===== src/rtl/slot_route_engine_if.sv =====
// Instruction handshake between a sequencer and the slot route engine.
// The instruction layout is {op, delay, dst, src} with src in the LSBs.
interface slot_route_engine_if #(
    parameter int WIDTH   = 4,
    parameter int SLOTS   = 8,
    parameter int DELAY_W = 3
);
    localparam int SEL_W   = $clog2(SLOTS);
    localparam int INSTR_W = 2 + DELAY_W + 2 * SEL_W;

    logic               instr_valid;
    logic               instr_ready;
    logic [INSTR_W-1:0] instr;

    modport master (output instr_valid, output instr, input  instr_ready);
    modport slave  (input  instr_valid, input  instr, output instr_ready);
endinterface


===== src/rtl/slot_route_engine.sv =====
// Instruction-driven slot router: captures one input word, then after a
// programmable delay commits MOVE/ADD/ISOLATE/CLEAR results into a slot buffer.
module slot_route_lane #(
    parameter int WIDTH = 4
) (
    input  logic [1:0]       op,
    input  logic             is_dst,
    input  logic [WIDTH-1:0] cur,
    input  logic [WIDTH-1:0] hold,
    output logic [WIDTH-1:0] nxt
);
    localparam logic [1:0] OP_MOVE = 2'b00;
    localparam logic [1:0] OP_ADD  = 2'b01;
    localparam logic [1:0] OP_ISO  = 2'b10;

    always_comb begin
        nxt = cur;
        case (op)
            OP_MOVE: if (is_dst) nxt = hold;
            OP_ADD:  if (is_dst) nxt = cur + hold;
            OP_ISO:  nxt = is_dst ? hold : '0;
            default: nxt = '0;
        endcase
    end
endmodule

module slot_route_engine #(
    parameter int WIDTH   = 4,
    parameter int SLOTS   = 8,
    parameter int DELAY_W = 3
) (
    input  logic                   clk,
    input  logic                   reset,
    slot_route_engine_if.slave     bus,
    input  logic [SLOTS*WIDTH-1:0] inp,
    output logic [SLOTS*WIDTH-1:0] out,
    output logic                   done,
    output logic                   carry
);
    localparam int SEL_W   = $clog2(SLOTS);
    localparam int INSTR_W = 2 + DELAY_W + 2 * SEL_W;

    localparam logic [1:0] IDLE   = 2'd0;
    localparam logic [1:0] WAIT   = 2'd1;
    localparam logic [1:0] COMMIT = 2'd2;

    localparam logic [1:0] OP_ADD = 2'b01;

    logic [1:0]                   state_q;
    logic [SLOTS-1:0][WIDTH-1:0]  inp_w, slot_q, slot_nxt;
    logic [WIDTH-1:0]             hold_q;
    logic [1:0]                   op_q;
    logic [SEL_W-1:0]             dst_q;
    logic [DELAY_W-1:0]           cnt_q;
    logic [WIDTH:0]               add_full;

    logic [SEL_W-1:0]   i_src, i_dst;
    logic [DELAY_W-1:0] i_delay;
    logic [1:0]         i_op;

    assign i_src   = bus.instr[SEL_W-1:0];
    assign i_dst   = bus.instr[2*SEL_W-1:SEL_W];
    assign i_delay = bus.instr[2*SEL_W +: DELAY_W];
    assign i_op    = bus.instr[INSTR_W-1 -: 2];

    assign inp_w           = inp;
    assign out             = slot_q;
    assign bus.instr_ready = (state_q == IDLE);

    // Carry is taken from the destination slot as it stands at commit time.
    assign add_full = {1'b0, slot_q[dst_q]} + {1'b0, hold_q};

    for (genvar g = 0; g < SLOTS; g++) begin : g_lane
        slot_route_lane #(.WIDTH(WIDTH)) u_lane (
            .op     (op_q),
            .is_dst (dst_q == SEL_W'(g)),
            .cur    (slot_q[g]),
            .hold   (hold_q),
            .nxt    (slot_nxt[g])
        );
    end

    always_ff @(posedge clk) begin
        if (reset) begin
            state_q <= IDLE;
            slot_q  <= '0;
            hold_q  <= '0;
            op_q    <= '0;
            dst_q   <= '0;
            cnt_q   <= '0;
            done    <= 1'b0;
            carry   <= 1'b0;
        end else begin
            done <= 1'b0;
            case (state_q)
                IDLE: if (bus.instr_valid) begin
                    hold_q  <= inp_w[i_src];
                    op_q    <= i_op;
                    dst_q   <= i_dst;
                    cnt_q   <= i_delay;
                    state_q <= (i_delay == '0) ? COMMIT : WAIT;
                end
                WAIT: begin
                    cnt_q <= cnt_q - 1'b1;
                    if (cnt_q == DELAY_W'(1)) state_q <= COMMIT;
                end
                COMMIT: begin
                    slot_q  <= slot_nxt;
                    done    <= 1'b1;
                    if (op_q == OP_ADD) carry <= add_full[WIDTH];
                    state_q <= IDLE;
                end
                default: state_q <= IDLE;
            endcase
        end
    end
endmodule


===== src/flat_wrapper.sv =====
// flat-port wrapper written by rule: the top's interface ports become plain ports
module slot_route_engine_flat 
#(
    parameter int WIDTH   = 4,
    parameter int SLOTS   = 8,
    parameter int DELAY_W = 3
)
  (clk, reset, inp, out, done, carry, bus_instr_valid, bus_instr, bus_instr_ready);
  slot_route_engine_if #(.WIDTH(WIDTH), .SLOTS(SLOTS), .DELAY_W(DELAY_W)) bus_i ();
  input  logic clk;
  input  logic reset;
  input  logic [SLOTS*WIDTH-1:0] inp;
  output logic [SLOTS*WIDTH-1:0] out;
  output logic done;
  output logic carry;
  input wire logic [$bits(bus_i.instr_valid)-1:0] bus_instr_valid;
  input wire logic [$bits(bus_i.instr)-1:0] bus_instr;
  output wire logic [$bits(bus_i.instr_ready)-1:0] bus_instr_ready;
  assign bus_i.instr_valid = bus_instr_valid;
  assign bus_i.instr = bus_instr;
  assign bus_instr_ready = bus_i.instr_ready;
  slot_route_engine #(.WIDTH(WIDTH), .SLOTS(SLOTS), .DELAY_W(DELAY_W)) u_core (.clk(clk), .reset(reset), .bus(bus_i), .inp(inp), .out(out), .done(done), .carry(carry));
endmodule

===== config.mk =====
export PLATFORM = sky130hd
export DESIGN_NAME = slot_route_engine_flat
export DESIGN_NICKNAME = d
export VERILOG_FILES = /design/src/rtl/slot_route_engine_if.sv /design/src/rtl/slot_route_engine.sv /design/src/flat_wrapper.sv
export SDC_FILE = /design/constraint.sdc
export NUM_CORES = 1
export LEC_CHECK = 0
export CELL_PAD_IN_SITES_DETAIL_PLACEMENT = 1
export CELL_PAD_IN_SITES_GLOBAL_PLACEMENT = 1
export CORE_ASPECT_RATIO = 0.8
export CORE_MARGIN = 2
export CORE_UTILIZATION = 39
export CTS_CLUSTER_DIAMETER = 30
export DETAILED_ROUTE_END_ITERATION = 16
export GPL_ROUTABILITY_DRIVEN = 0
export MAX_ROUTING_LAYER = met4
export PLACE_DENSITY = 0.82
export SLEW_MARGIN = 20
export SYNTH_ARGS = -nofsm -noshare
export SYNTH_HDL_FRONTEND = slang
export SYNTH_SLANG_ARGS = --single-unit

===== constraint.sdc =====
create_clock -name clk -period 3.2 [get_ports clk]
set_clock_uncertainty 0.15 [all_clocks]
set_input_delay 0.96 -clock clk [delete_from_list [all_inputs] [get_ports clk]]
set_output_delay 0.96 -clock clk [all_outputs]
set_load 0.005 [all_outputs]

==> Flow_metrics.wiki <==
{| class="wikitable"
! Metric !! Value
|-
| Layout Nets || about 610
|-
| Switching power || around 0.52 mW
|-
| Startpoint types || register
|-
| Buffers inserted by post-CTS timing repair || 0
|-
| Cell-internal power || 1.17 mW
|-
| Vertical extent of the die || 93.5 µm
|-
| Final worst path period share || 83.8%
|-
| Number of nets produced by synthesis || approximately 540
|-
| Die outline area || roughly 0.011 mm²
|-
| Post-route DRC || 0
|-
| Maximum number of buffers from clock root to sink || 2
|-
| Clock latency on the worst-skew pair || 0.30 ns
|-
| Post-layout power || 1.70 mW
|-
| Endpoint arrival time on the critical path || ~2.7 ns
|-
| Total iterations of the first detailed-routing run || 5
|-
| Number of unique standard cell types used by synthesis || 52
|-
| WS Path Type || reg -> reg
|-
| Cell taking the most area after synthesis || dfxtp_1
|-
| Number of CTS-inserted buffers || 5
|-
| Syn Inst Count || between 400 and 500
|-
| TNS Setup || 0 ns
|-
| Detail-routed net length per standard cell || approximately 21 µm
|-
| Number of setup violations in the final report || 0
|-
| Setup slack of the critical path after layout || 0.518 ns
|-
| Class of the tightest hold or removal check || reg -> reg
|-
| Initial antenna violation count || 0
|-
| Number of rows created at floorplan || 32
|-
| Data required, critical path || 3.24 ns
|-
| Wire length of the first global-routing pass || between 20000 and 25000 µm
|-
| Die X-Extent || around 120 µm
|-
| Crit path max fanout || 9
|-
| Final Critical Period || approximately 2.7 ns
|-
| EDFF count, synth || 0
|-
| Starting Density || between 40% and 50%
|-
| Result of the run || finished, final reports clean
|-
| DRT antenna net count || 0
|-
| Share of final-layout standard cells stronger than drive strength 1 || 8.60%
|-
| Count of antenna diodes in the layout || 0
|-
| Leakage power || approximately 2 nW
|-
| Via count || 3996
|-
| Normalized max-slew margin || 49.6%
|-
| Count of clock tree sinks || 48
|-
| Maximum ir drop on the vdd rail || approximately 0.00015 V
|-
| Power density over cell area || roughly 340 mW/mm²
|-
| Flip-flop and latch count after synthesis || between 40 and 50
|-
| Post-CTS Hold Buffers || 0
|-
| Pin count of the biggest net entering global routing || 35
|-
| Sequential cell area fraction in the yosys report || 24.6%
|-
| Final core utilization || around 52%
|-
| Routed via count divided by cell count || about 6.1
|-
| # IOs || around 80
|-
| Fraction of synthesis flops using an asynchronous set or reset pin || 0%
|-
| Kind of end point of the critical path || register
|-
| Worst slew pin tran || 0.756 ns
|-
| Dominant register cell in the synthesized netlist || dfxtp_1
|-
| Post-Route WL || between 10000 and 15000 µm
|-
| Post-detail-place hpwl || just over 10000 µm
|-
| Proportion of netlist area held by the largest area contributor || between 20% and 30%
|-
| Warning count from the yosys run || 0
|-
| Switching Share || just over 30%
|-
| Number of H-tree levels || 2
|-
| Final count of hold timing violations || 0
|-
| Combinational power share || around 23%
|-
| Worst slack at placement || 0.267 ns
|-
| Clock network fraction of design power || a little under two fifths
|-
| Number of max-cap violations || 0
|-
| Setup repair after global routing missed its margin || false
|-
| TritonCTS clock tree || yes
|-
| Achievable Freq || between 0.3 and 0.4 GHz
|-
| Max Slew Vio Count || 0
|-
| Number of global-route vias before repair || approximately 4200
|-
| Quantity of I/O buffers inserted on ports || 80
|-
| Sequential group share of total power || between 30% and 40%
|-
| Worst hold margin || 0.338 ns
|-
| Average cell area after synthesis || 8.61 µm²
|-
| Resized Gates After CTS || 0
|-
| Mapped Area || slightly below 0.004 mm²
|-
| Number of DRC markers after the initial detailed-route iteration || roughly 250
|-
| Main area contributors after synthesis || dfxtp_1 25%, ha_1 9.3%, mux4_2 8.6%, a21oi_1 6.4%, a211oi_1 4.2%
|-
| Clock Root Buffer || clkbuf_16
|-
| GR Util All Layers || roughly 28%
|-
| Clock transition at the registers of the reported paths || about 0.070 ns
|-
| Layout-stage area growth over the synthesis result || 28.2%
|-
| Remaining global-route overflow || 0
|-
| Filler Cells Inserted || roughly 1200
|-
| Core Footprint || 0.00969 mm²
|}
cell usage in the layout (no fill, tap or decap), drive strengths merged, types with 5 or more instances in the layout:
cell type	Yosys	final
mux2i	8	8
mux4	16	16
nor2b	23	23
xor2	8	8
dfxtp	48	48
a21oi	50	50
nand3	10	10
a211oi	22	22
clkbuf	21	5
a21o	15	15
nand2b	9	9
nand3b	7	7
fa	8	8
buf	10	12
ha	29	29
or4b	6	6
inv	5	6
o211ai	8	8
nand2	40	40
nor2	29	29
o21ai	6	6
clkdlybuf4s50	0	80
nor3	33	33
cells in the mapped netlist, types with 5 or more instances:
cell,number
a211oi_1,22
a21o_1,14
a21oi_1,50
buf_2,6
clkbuf_1,21
dfxtp_1,48
fa_1,8
ha_1,29
inv_1,5
mux2i_1,8
mux4_2,15
nand2_1,40
nand2b_1,9
nand3_1,10
nand3b_1,7
nor2_1,29
nor2b_1,23
nor3_1,33
o211ai_1,8
o21ai_0,6
xor2_1,8
power by group through the flow:
stage	Sequential [mW]	Clock [mW]	Combinational, mW
floorplan	0.659	0	0.249
global placement	0.682	0	0.370
detailed placement	0.684	0	0.387
CTS	0.670	0.645	0.392
global route	0.675	0.662	0.434
finish	0.671	0.633	0.394
state kept, by name (all words and copies together) (netlist names):
signal,count
u_core.state_q,2
u_core.done,1
u_core.op_q,2
u_core.cnt_q,3
u_core.dst_q,3
u_core.carry,1
u_core.hold_q,4
u_core.out,32
cells by family (layout without fill, tap and decap cells):
group,after synthesis,count (layout),share of synthesized area (%)
flip-flops,48,48,24.6
multiplexers,28,28,12.5
adder cells (fa/ha/maj),37,37,13.4
XOR/XNOR,8,8,1.79
buffers and inverters,37,106,3.94
AND/OR/NAND/NOR,174,174,23.5
AO/OA/AOI/OAI,122,122,20.2
worst paths after layout:
kind                   start         endpoint  slack (ns)  cells past startpoint
max reg2reg  u_core.dst_q[0]     u_core.carry        0.52                      8
min reg2reg  u_core.cnt_q[1]  u_core.cnt_q[1]        0.34                      2
min          u_core.cnt_q[1]  u_core.cnt_q[1]        0.34                      2
max          u_core.dst_q[0]     u_core.carry        0.52                      8
metrics by stage:
| stage | std cells | cell area (µm²) |
|---|---|---|
| final | 659 | 5010 |
| after global routing | 659 | 5010 |
| after CTS | 659 | 5010 |
| after detailed placement | 651 | 4840 |
| after global placement | 651 | 4840 |
| after floorplan | 454 | 3910 |
critical path: stages (launching register included):
cell	delay (ns)
dfxtp_1	0.48
buf_4	0.24
mux4_2	0.56
mux2_2	0.31
ha_1	0.21
a211oi_1	0.25
nand3_1	0.11
a31oi_1	0.18
nor4_1	0.07
cell type report:
type	count	area (µm²)	area share, %
sequential	48	961	19.2
inverter	6	22.5	0.450
multi-input combinational	369	2790	55.8
clock inverter	3	46.3	0.924
timing repair buffer	92	891	17.8
clock buffer	5	125	2.50
tap	136	170	3.40
layer usage:
metal	part of all wire, %	wire length [µm]	track usage [%]	vias up
met2	49	6810	46.2	162
met5	0	0	-	-
met3	6.5	904	3.63	33
met1	43	5990	37.4	1977
li1	-	-	-	1824
met4	2.1	300	7.94	0
Power figures use the tool's default switching activity.
